**config.mk**
```make
export PLATFORM = sky130hd
export DESIGN_NAME = dm_arbiter
export DESIGN_NICKNAME = d
export VERILOG_FILES = /design/src/rtl/dm_arb_pkg.sv /design/src/rtl/dm_be_merge.sv /design/src/rtl/dm_arbiter.sv
export SDC_FILE = /design/constraint.sdc
export NUM_CORES = 1
export LEC_CHECK = 0
export BUFFER_PORTS_ARGS = -buffer_cell sky130_fd_sc_hd__buf_2
export CAP_MARGIN = 40
export CORE_AREA = 2 2 158 160
export CTS_BUF_LIST = sky130_fd_sc_hd__clkbuf_16
export DETAILED_ROUTE_END_ITERATION = 10
export DIE_AREA = 0 0 160 162
export GPL_TIMING_DRIVEN = 0
export MAX_ROUTING_LAYER = met4
export PLACE_DENSITY = 0.67
export SLEW_MARGIN = 20
export SYNTH_ARGS = -nofsm -noshare
export SYNTH_HDL_FRONTEND = slang
export SYNTH_HIERARCHICAL = 1
export SYNTH_SLANG_ARGS = --single-unit
```
**constraint.sdc**
```tcl
create_clock -name clk -period 3.6 [get_ports clk]
set_clock_uncertainty 0.05 [all_clocks]
set_input_delay 0.36 -clock clk [delete_from_list [all_inputs] [get_ports clk]]
set_output_delay 0.36 -clock clk [all_outputs]
set_load 0.03 [all_outputs]
```
**src/rtl/dm_arb_pkg.sv**
```systemverilog
// -----------------------------------------------------------------------------
// dm_arb_pkg
//   Shared types and constants for the data-memory arbiter (dm_arbiter) and
//   its byte-lane merge helper (dm_be_merge).
//
//   dm_arb_state_t : sequencer states IDLE / RD / WR
//   DM_ARB_NPORTS  : number of requesting masters
//   BE_FULL        : byte-enable pattern for a whole-word store
//   BE_NONE        : byte-enable pattern for a store that touches nothing
// -----------------------------------------------------------------------------
package dm_arb_pkg;

    typedef enum logic [1:0] {
        IDLE = 2'd0,
        RD   = 2'd1,
        WR   = 2'd2
    } dm_arb_state_t;

    localparam int         DM_ARB_NPORTS = 2;
    localparam logic [3:0] BE_FULL       = 4'hF;
    localparam logic [3:0] BE_NONE       = 4'h0;

endpackage

```
**src/rtl/dm_be_merge.sv**
```systemverilog
// -----------------------------------------------------------------------------
// dm_be_merge
//   Combinational byte-lane merge used by the read-modify-write path: each
//   byte lane of the result comes from new_i when its enable is set, else
//   from old_i.
//
//   old_i    in  32  word currently held in memory
//   new_i    in  32  lane-aligned store data
//   be_i     in  4   byte enables, bit i selects lane i
//   merged_o out 32  word to write back
// -----------------------------------------------------------------------------
module dm_be_merge (
    input  logic [31:0] old_i,
    input  logic [31:0] new_i,
    input  logic [3:0]  be_i,
    output logic [31:0] merged_o
);

    for (genvar g = 0; g < 4; g++) begin : g_lane
        assign merged_o[8*g +: 8] = be_i[g] ? new_i[8*g +: 8] : old_i[8*g +: 8];
    end

endmodule

```
**src/rtl/dm_arbiter.sv**
```systemverilog
// -----------------------------------------------------------------------------
// dm_arbiter
//   Two-requester arbiter/sequencer in front of the single-port, word-wide
//   data memory. One request is outstanding at a time. Loads take one read
//   cycle, full-word stores one write cycle, partial stores a read cycle then
//   a write cycle (read-modify-write), and stores with no byte enables finish
//   without touching memory.
//
//   Configuration macro:
//     DM_ARB_RR_EN  defined   : round-robin between the two ports
//                   undefined : fixed priority, port 0 always wins
//
//   Ports:
//     clk, reset            clock, synchronous active-high reset
//     reqN_valid/ready      request handshake (N = 0 CPU, 1 secondary)
//     reqN_we/addr/wdata/be/pc  request payload
//     rspN_valid            one-cycle completion pulse
//     rspN_rdata            last load data for port N (held)
//     mem_we/addr/wd/pc     to DM.MemWrite / address / WD / PC
//     mem_rd                from DM.RD (combinational read)
// -----------------------------------------------------------------------------
module dm_arbiter
    import dm_arb_pkg::*;
#(
    parameter int ADDR_W = 32,
    parameter int DATA_W = 32
) (
    input  logic              clk,
    input  logic              reset,

    input  logic              req0_valid,
    output logic              req0_ready,
    input  logic              req0_we,
    input  logic [ADDR_W-1:0] req0_addr,
    input  logic [DATA_W-1:0] req0_wdata,
    input  logic [3:0]        req0_be,
    input  logic [31:0]       req0_pc,

    input  logic              req1_valid,
    output logic              req1_ready,
    input  logic              req1_we,
    input  logic [ADDR_W-1:0] req1_addr,
    input  logic [DATA_W-1:0] req1_wdata,
    input  logic [3:0]        req1_be,
    input  logic [31:0]       req1_pc,

    output logic              rsp0_valid,
    output logic [DATA_W-1:0] rsp0_rdata,
    output logic              rsp1_valid,
    output logic [DATA_W-1:0] rsp1_rdata,

    output logic              mem_we,
    output logic [ADDR_W-1:0] mem_addr,
    output logic [DATA_W-1:0] mem_wd,
    output logic [31:0]       mem_pc,
    input  logic [DATA_W-1:0] mem_rd
);

    dm_arb_state_t state_q, state_d;

    logic gnt_port;     // port index chosen by the arbiter this cycle
    logic hs;           // a handshake happens this cycle

    // Selected request payload
    logic              sel_we;
    logic [ADDR_W-3:0] sel_waddr;
    logic [DATA_W-1:0] sel_wdata;
    logic [3:0]        sel_be;
    logic [31:0]       sel_pc;

    // Latched request
    logic              we_q;
    logic [ADDR_W-3:0] addr_q;
    logic [DATA_W-1:0] wbuf_q;   // store data, then merged word for partial stores
    logic [3:0]        be_q;
    logic [31:0]       pc_q;
    logic              port_q;

    logic [DATA_W-1:0] merged;
    logic [1:0]        rsp_valid_q;
    logic [DATA_W-1:0] rdata0_q, rdata1_q;

    // Byte-offset bits are deliberately ignored: memory is word-addressed.
    logic unused_addr_lsbs;
    assign unused_addr_lsbs = ^{req0_addr[1:0], req1_addr[1:0]};

    // ------------------------------------------------------------ arbitration
`ifdef DM_ARB_RR_EN
    logic last_q;   // port granted at the most recent handshake

    always_comb begin
        if (req0_valid && req1_valid) begin
            gnt_port = ~last_q;
        end else begin
            gnt_port = req1_valid;
        end
    end

    // Reset to 1 so port 0 wins the first contest.
    always_ff @(posedge clk) begin
        if (reset) begin
            last_q <= 1'b1;
        end else if (hs) begin
            last_q <= gnt_port;
        end
    end
`else
    assign gnt_port = ~req0_valid;
`endif

    assign hs         = !reset && (state_q == IDLE) && (req0_valid || req1_valid);
    assign req0_ready = hs && !gnt_port;
    assign req1_ready = hs &&  gnt_port;

    assign sel_we    = gnt_port ? req1_we                  : req0_we;
    assign sel_waddr = gnt_port ? req1_addr[ADDR_W-1:2]    : req0_addr[ADDR_W-1:2];
    assign sel_wdata = gnt_port ? req1_wdata               : req0_wdata;
    assign sel_be    = gnt_port ? req1_be                  : req0_be;
    assign sel_pc    = gnt_port ? req1_pc                  : req0_pc;

    // ------------------------------------------------------------ next state
    // NOTE: state_d gets a default before the case so every path assigns it
    // and no latch is inferred.
    always_comb begin
        state_d = state_q;
        case (state_q)
            IDLE: begin
                if (hs) begin
                    if (!sel_we) begin
                        state_d = RD;
                    end else if (sel_be == BE_FULL) begin
                        state_d = WR;
                    end else if (sel_be != BE_NONE) begin
                        state_d = RD;
                    end
                end
            end
            RD:      state_d = we_q ? WR : IDLE;
            WR:      state_d = IDLE;
            default: state_d = IDLE;
        endcase
    end

    // ------------------------------------------------------------ control regs
    // NOTE: sequential state uses non-blocking assignments so every register
    // samples the pre-edge values regardless of statement order.
    always_ff @(posedge clk) begin
        if (reset) begin
            state_q     <= IDLE;
            rsp_valid_q <= '0;
            rdata0_q    <= '0;
            rdata1_q    <= '0;
        end else begin
            state_q     <= state_d;
            rsp_valid_q <= '0;
            case (state_q)
                IDLE: begin
                    // Empty store: acknowledge without a memory access.
                    if (hs && sel_we && (sel_be == BE_NONE)) begin
                        rsp_valid_q[gnt_port] <= 1'b1;
                    end
                end
                RD: begin
                    if (!we_q) begin
                        rsp_valid_q[port_q] <= 1'b1;
                        if (port_q) begin
                            rdata1_q <= mem_rd;
                        end else begin
                            rdata0_q <= mem_rd;
                        end
                    end
                end
                WR:      rsp_valid_q[port_q] <= 1'b1;
                default: ;
            endcase
        end
    end

    // ------------------------------------------------------------ payload regs
    // NOTE: payload registers carry no reset; they are only observed in RD/WR,
    // which are reachable solely through a handshake that loads them.
    always_ff @(posedge clk) begin
        if (hs) begin
            we_q   <= sel_we;
            addr_q <= sel_waddr;
            wbuf_q <= sel_wdata;
            be_q   <= sel_be;
            pc_q   <= sel_pc;
            port_q <= gnt_port;
        end else if ((state_q == RD) && we_q) begin
            wbuf_q <= merged;
        end
    end

    dm_be_merge u_merge (
        .old_i    (mem_rd),
        .new_i    (wbuf_q),
        .be_i     (be_q),
        .merged_o (merged)
    );

    // ------------------------------------------------------------ outputs
    logic active;
    assign active = !reset && (state_q != IDLE);

    assign mem_we   = !reset && (state_q == WR);
    assign mem_addr = active ? {addr_q, 2'b00} : '0;
    assign mem_wd   = mem_we ? wbuf_q : '0;
    assign mem_pc   = active ? pc_q : '0;

    assign rsp0_valid = rsp_valid_q[0];
    assign rsp1_valid = rsp_valid_q[1];
    assign rsp0_rdata = rdata0_q;
    assign rsp1_rdata = rdata1_q;

endmodule

```
# After elaboration in Yosys (flattened, before gate mapping)
# Index checks and enable logic that the tools add are counted.
dict set report op_classes {
  magnitude_cmp 4
  n_eq_ne 9
  muxes 27
  bitwise 3
  n_reduce_logical 25
}
# operator n
set op_table {}
lappend op_table {{$mux 32} 7}
lappend op_table {{$mux 8} 4}
lappend op_table {{$mux 30} 1}
lappend op_table {{$mux 2} 7}
lappend op_table {{$logic_and 1x1->1} 11}
lappend op_table {{$ne 2x2->1 const B} 5}
lappend op_table {{$reduce_and 2->1} 5}
lappend op_table {{$pmux 2 s3} 1}
lappend op_table {{$reduce_and 3->1} 2}
lappend op_table {{$eq 4x4->1 const B} 1}
lappend op_table {{$logic_not 4->1} 1}
lappend op_table {{$lt 1x2->1 const B} 2}
lappend op_table {{$mux 4} 1}
lappend op_table {{$ne 4x2->1 const B} 1}
lappend op_table {{$pmux 2 s2} 1}
lappend op_table {{$reduce_bool 2->1} 2}
lappend op_table {{$reduce_bool 4->1} 1}
lappend op_table {{$mux 1} 3}
lappend op_table {{$not 1->1} 3}
lappend op_table {{$demux 1 s1} 2}
lappend op_table {{$eq 2x1->1 const B} 1}
lappend op_table {{$eq 2x2->1 const B} 1}
lappend op_table {{$ge 1x1->1 const B} 2}
lappend op_table {{$logic_not 2->1} 1}
lappend op_table {{2 further kinds} 2}
dict set report totals {
  ff_bits 168
  input_bits 238
}

# Logic depth before layout (Yosys ltp)
dict set report logic_depth {
  depth_word 7
  mapped_depth 7
  depth_no_buf 4
}

# Modules after synthesis
# Netlist, hierarchy kept.
# mod instances cells_each area_each_um2 seq_area_each_um2
set modules_own_cells {}
lappend modules_own_cells {dm_arbiter 1 754 8056.5 4364.2}
lappend modules_own_cells {dm_be_merge 1 36 525.5 0.0}

# Worst setup path after synthesis
# OpenSTA, ideal clock, no wires.
dict set report synth_path {
  kind {input -> register}
  start {in reset}
  end {reg addr_q[0] (enable)}
  setup_ns 0.422
  arrival_ns 2.266
  t_required_ns 3.128
  slack_ns 0.862
  cell_stages 4
  n_path_buf 1
  cell_sequence {buf_2 > nor3_2 > o21ai_1 > inv_1}
}
dict set report synth_between {
  elab_chain_cells 3
}
# element line_no
set synth_rtl {}
lappend synth_rtl {{start, declared} dm_arbiter.sv:29} ;# input logic reset,
lappend synth_rtl {{$logic_not 1->1} dm_arbiter.sv:111} ;# assign hs = !reset && (state_q == IDLE) && (req0_valid || req1_valid);
lappend synth_rtl {{$logic_and 1x1->1 (2 in a row)} dm_arbiter.sv:111}
lappend synth_rtl {{named net hs} dm_arbiter.sv:62} ;# logic hs;
lappend synth_rtl {{end signal, assigned} dm_arbiter.sv:185} ;# addr_q <= sel_waddr;
lappend synth_rtl {{end, declared} dm_arbiter.sv:73} ;# logic [ADDR_W-3:0] addr_q;
# The timed path passes the listed nets, and every way through them passes these cells.
# A chain may end at the register's enable or synchronous reset.

# Worst setup path after layout
dict set report layout_path {
  start {reg state_q[0]}
  end {out mem_wd[18]}
}
dict set report layout_between {
  elab_chain_cells 3
}
# element line_no
set layout_rtl {}
lappend layout_rtl {{start, declared} dm_arbiter.sv:59} ;# dm_arb_state_t state_q, state_d;
lappend layout_rtl {{start signal, assigned} dm_arbiter.sv:154} ;# state_q <= state_d;
lappend layout_rtl {{$eq 2x2->1} dm_arbiter.sv:206} ;# assign mem_we = !reset && (state_q == WR);
lappend layout_rtl {{$logic_and 1x1->1} dm_arbiter.sv:206}
lappend layout_rtl {{$mux 32} dm_arbiter.sv:208} ;# assign mem_wd = mem_we ? wbuf_q : '0;
lappend layout_rtl {{end, declared} dm_arbiter.sv:54} ;# output logic [DATA_W-1:0] mem_wd,
# No other way between the ends.

==> reports/qor.yml <==
drive_above_1_share_pct: 49.22
path_max_fanout: 10
finalPower_mw: 5.004
cts_resized: 0
arrival_ns: 2.33
wire_per_inst_um: 20.04
clkLatencyLatePin_ns: 0.42
h-tree-depth: 4
start_kind: "flip-flop"
max_cap_violations: 0
slew_headroom_pct: 52.74
syn-cell-area_sq_um: 8582
worstMarginPinSlew_ns: 0.7089
vias_per_cell: 4.958
grtUsageTotal_pct: 23.80
hp-class: "input pin to flip-flop"
antenna_found_initial: 13
numCtsBuffers: 17
setup_viol: 0
cts_tree: "done"
ys_seq_elements: 168
clockPowerShare_pct: 35.9
drc: 0
totalWireLength_um: 31170
mostFrequentLayoutCell: "buf_2"
area_growth_pct: 35.34
synthDistinctLibCells: 38
hold_buffers: 0
power.switching_mw: 1.481
root_buffer: "clkbuf_16"
swShare_pct: 29.59
powerDensity_nw_per_um2: 430.8
syn_avg_cell_area_sq_um: 10.86
clk_pin_slew_ns: 0.07
grt_max_degree: 58
cp-end-kind: "output pin"
gr-total-overflow: 0
crit_required_ns: 3.19
drtIter0Drc: 450
grt_first_pass_wirelength_um: 44980
tns_ns: 0
fmax_mhz: 365.4
status: "completed"
critPathLaunch: "state_q[0]"
dieArea_sq_um: 25920
rows: 57
hpwl_um: 24180
combPwrFrac_pct: 19.1
vias: 7710
hold_path_startpoint: "mem_rd[14]"
rsz0062_at_grt: "no"
layout_common_cells: "buf_2 (411), nand2_1 (136), edfxtp_1 (100)"
p_seq_share_pct: 44.9
clockBufferDepth: 2
drt.antenna.violating_nets: 0
numClockSinks: 168
period_share_pct: 76.03
finalHoldViolations: 0
port_buffers: 393
dr.pass1.iters: 5
pin_count: 403
period_minus_slack_ns: 2.737
p_leak_nw: 5.103
crit_type: "flip-flop to output pin"
synth-seq-area-share_pct: 50.85
syn_inst: 790
start_util_pct: 35.60
dieHeight_um: 162
gp_congestion: 0.8545
die_w_um: 160
internal_power_mw: 3.523
irDropWorstVdd_uv: 270.2
drv_slew: 0
fin_nets: 1444
r2r-start: "state_q[0]"
grt_pass1_vias: 7781
post_cts_buffers: 0
coreArea_sq_um: 24110
yosysWarnings: 6
per-layer routing:
layer | vias up | track usage [%] | wire length [um]
met3 | 60 | 6.078 | 2380
met1 | 3665 | 26.35 | 11800
met5 | - | - | 0
met2 | 344 | 41.05 | 15970
li1 | 3641 | - | -
met4 | 0 | 9.910 | 1021
flip-flops by register name (all words and copies together) (netlist names):
signal and count:
rsp_valid_q 2, be_q 4, pc_q 32, port_q 1, rsp0_rdata 32, addr_q 30
we_q 1, rsp1_rdata 32, state_q 2, wbuf_q 32
cells in the mapped netlist (all sizes together):
cell / count / area [sq um]
and2: 94 / 588.1
o21ai: 35 / 175.2
inv: 5 / 18.77
nor2: 9 / 82.58
or3b: 1 / 11.26
a21o: 1 / 7.510
dfxtp: 68 / 1361
a22oi: 33 / 247.7
edfxtp: 100 / 3003
a21oi: 66 / 446.7
o2bb2ai: 1 / 8.760
nor4: 1 / 6.260
mux2: 97 / 1212
nor2b: 32 / 200.2
a32oi: 1 / 8.760
o221ai: 1 / 8.760
o32ai: 1 / 8.760
a31oi: 32 / 200.2
nor3b: 1 / 7.510
o41ai: 1 / 8.760
clkbuf: 26 / 97.59
nand2: 137 / 514.2
nand3: 3 / 15.01
buf: 38 / 304.0
conb: 1 / 3.750
nand2b: 1 / 6.260
nand3b: 1 / 7.510
nor3: 2 / 15.01
or3: 1 / 6.260
metrics by stage:
step                      setup slack (ns)  utilization, %  instances  instance area (sq um)  hold slack (ns)
after floorplan                     0.8624               -        791                   8586           0.4436
after global placement            -0.08248           45.46       1508                  10960           0.3893
after detailed placement             1.251           45.75       1511                  11030           0.3945
after CTS                           0.8246           48.06       1543                  11580           0.1257
after global routing                0.6335           48.18       1555                  11610           0.1386
final                               0.8629           48.18       1555                  11610           0.1396
kinds of logic (layout without fill, tap and decap cells):
kind of cell	count (synthesis)	in the layout	synth area share (%)
other	1	14	0.04370
muxes	97	97	14.13
buffers and inverters	69	497	4.899
and+or+nand+nor	283	283	17.01
AOI/OAI and AO/OA	172	172	13.06
DFF	168	168	50.85
final timing paths:
| path | end | slack [ns] | depth (start not counted) |
|---|---|---|---|
| max reg2reg | wbuf_q[9] | 1.42 | 4 |
| max | mem_wd[18] | 0.86 | 5 |
| min reg2reg | rsp0_rdata[4] | 0.40 | 2 |
| min | rsp1_rdata[14] | 0.14 | 3 |
power by group through the flow:
stage	sequential (mW)	clock, mW	combinational, mW
finish	2.25	1.80	0.957
global route	2.26	1.89	1.03
CTS	2.25	1.83	0.961
detailed placement	2.29	0	0.956
global placement	2.29	0	0.924
floorplan	2.32	0	0.551
layout make-up:
class | count | area, sq um
Fill cell | 2376 | 12490
Multi-Input combinational cell | 554 | 3804
Sequential cell | 168 | 4364
Tap cell | 324 | 405.4
Antenna cell | 12 | 30.03
Clock inverter | 15 | 130.1
Buffer | 64 | 401.6
Timing Repair Buffer | 396 | 2033
Clock buffer | 17 | 425.4
Inverter | 5 | 21.27
critical path, stage by stage (launching register included):
cell and delay [ns]:
dfxtp_1 0.36, nand2b_1 0.18, nor2_1 0.48, clkbuf_1 0.45, and2_1 0.23, buf_2 0.20
Note: power is estimated with default switching activity, not from simulation.
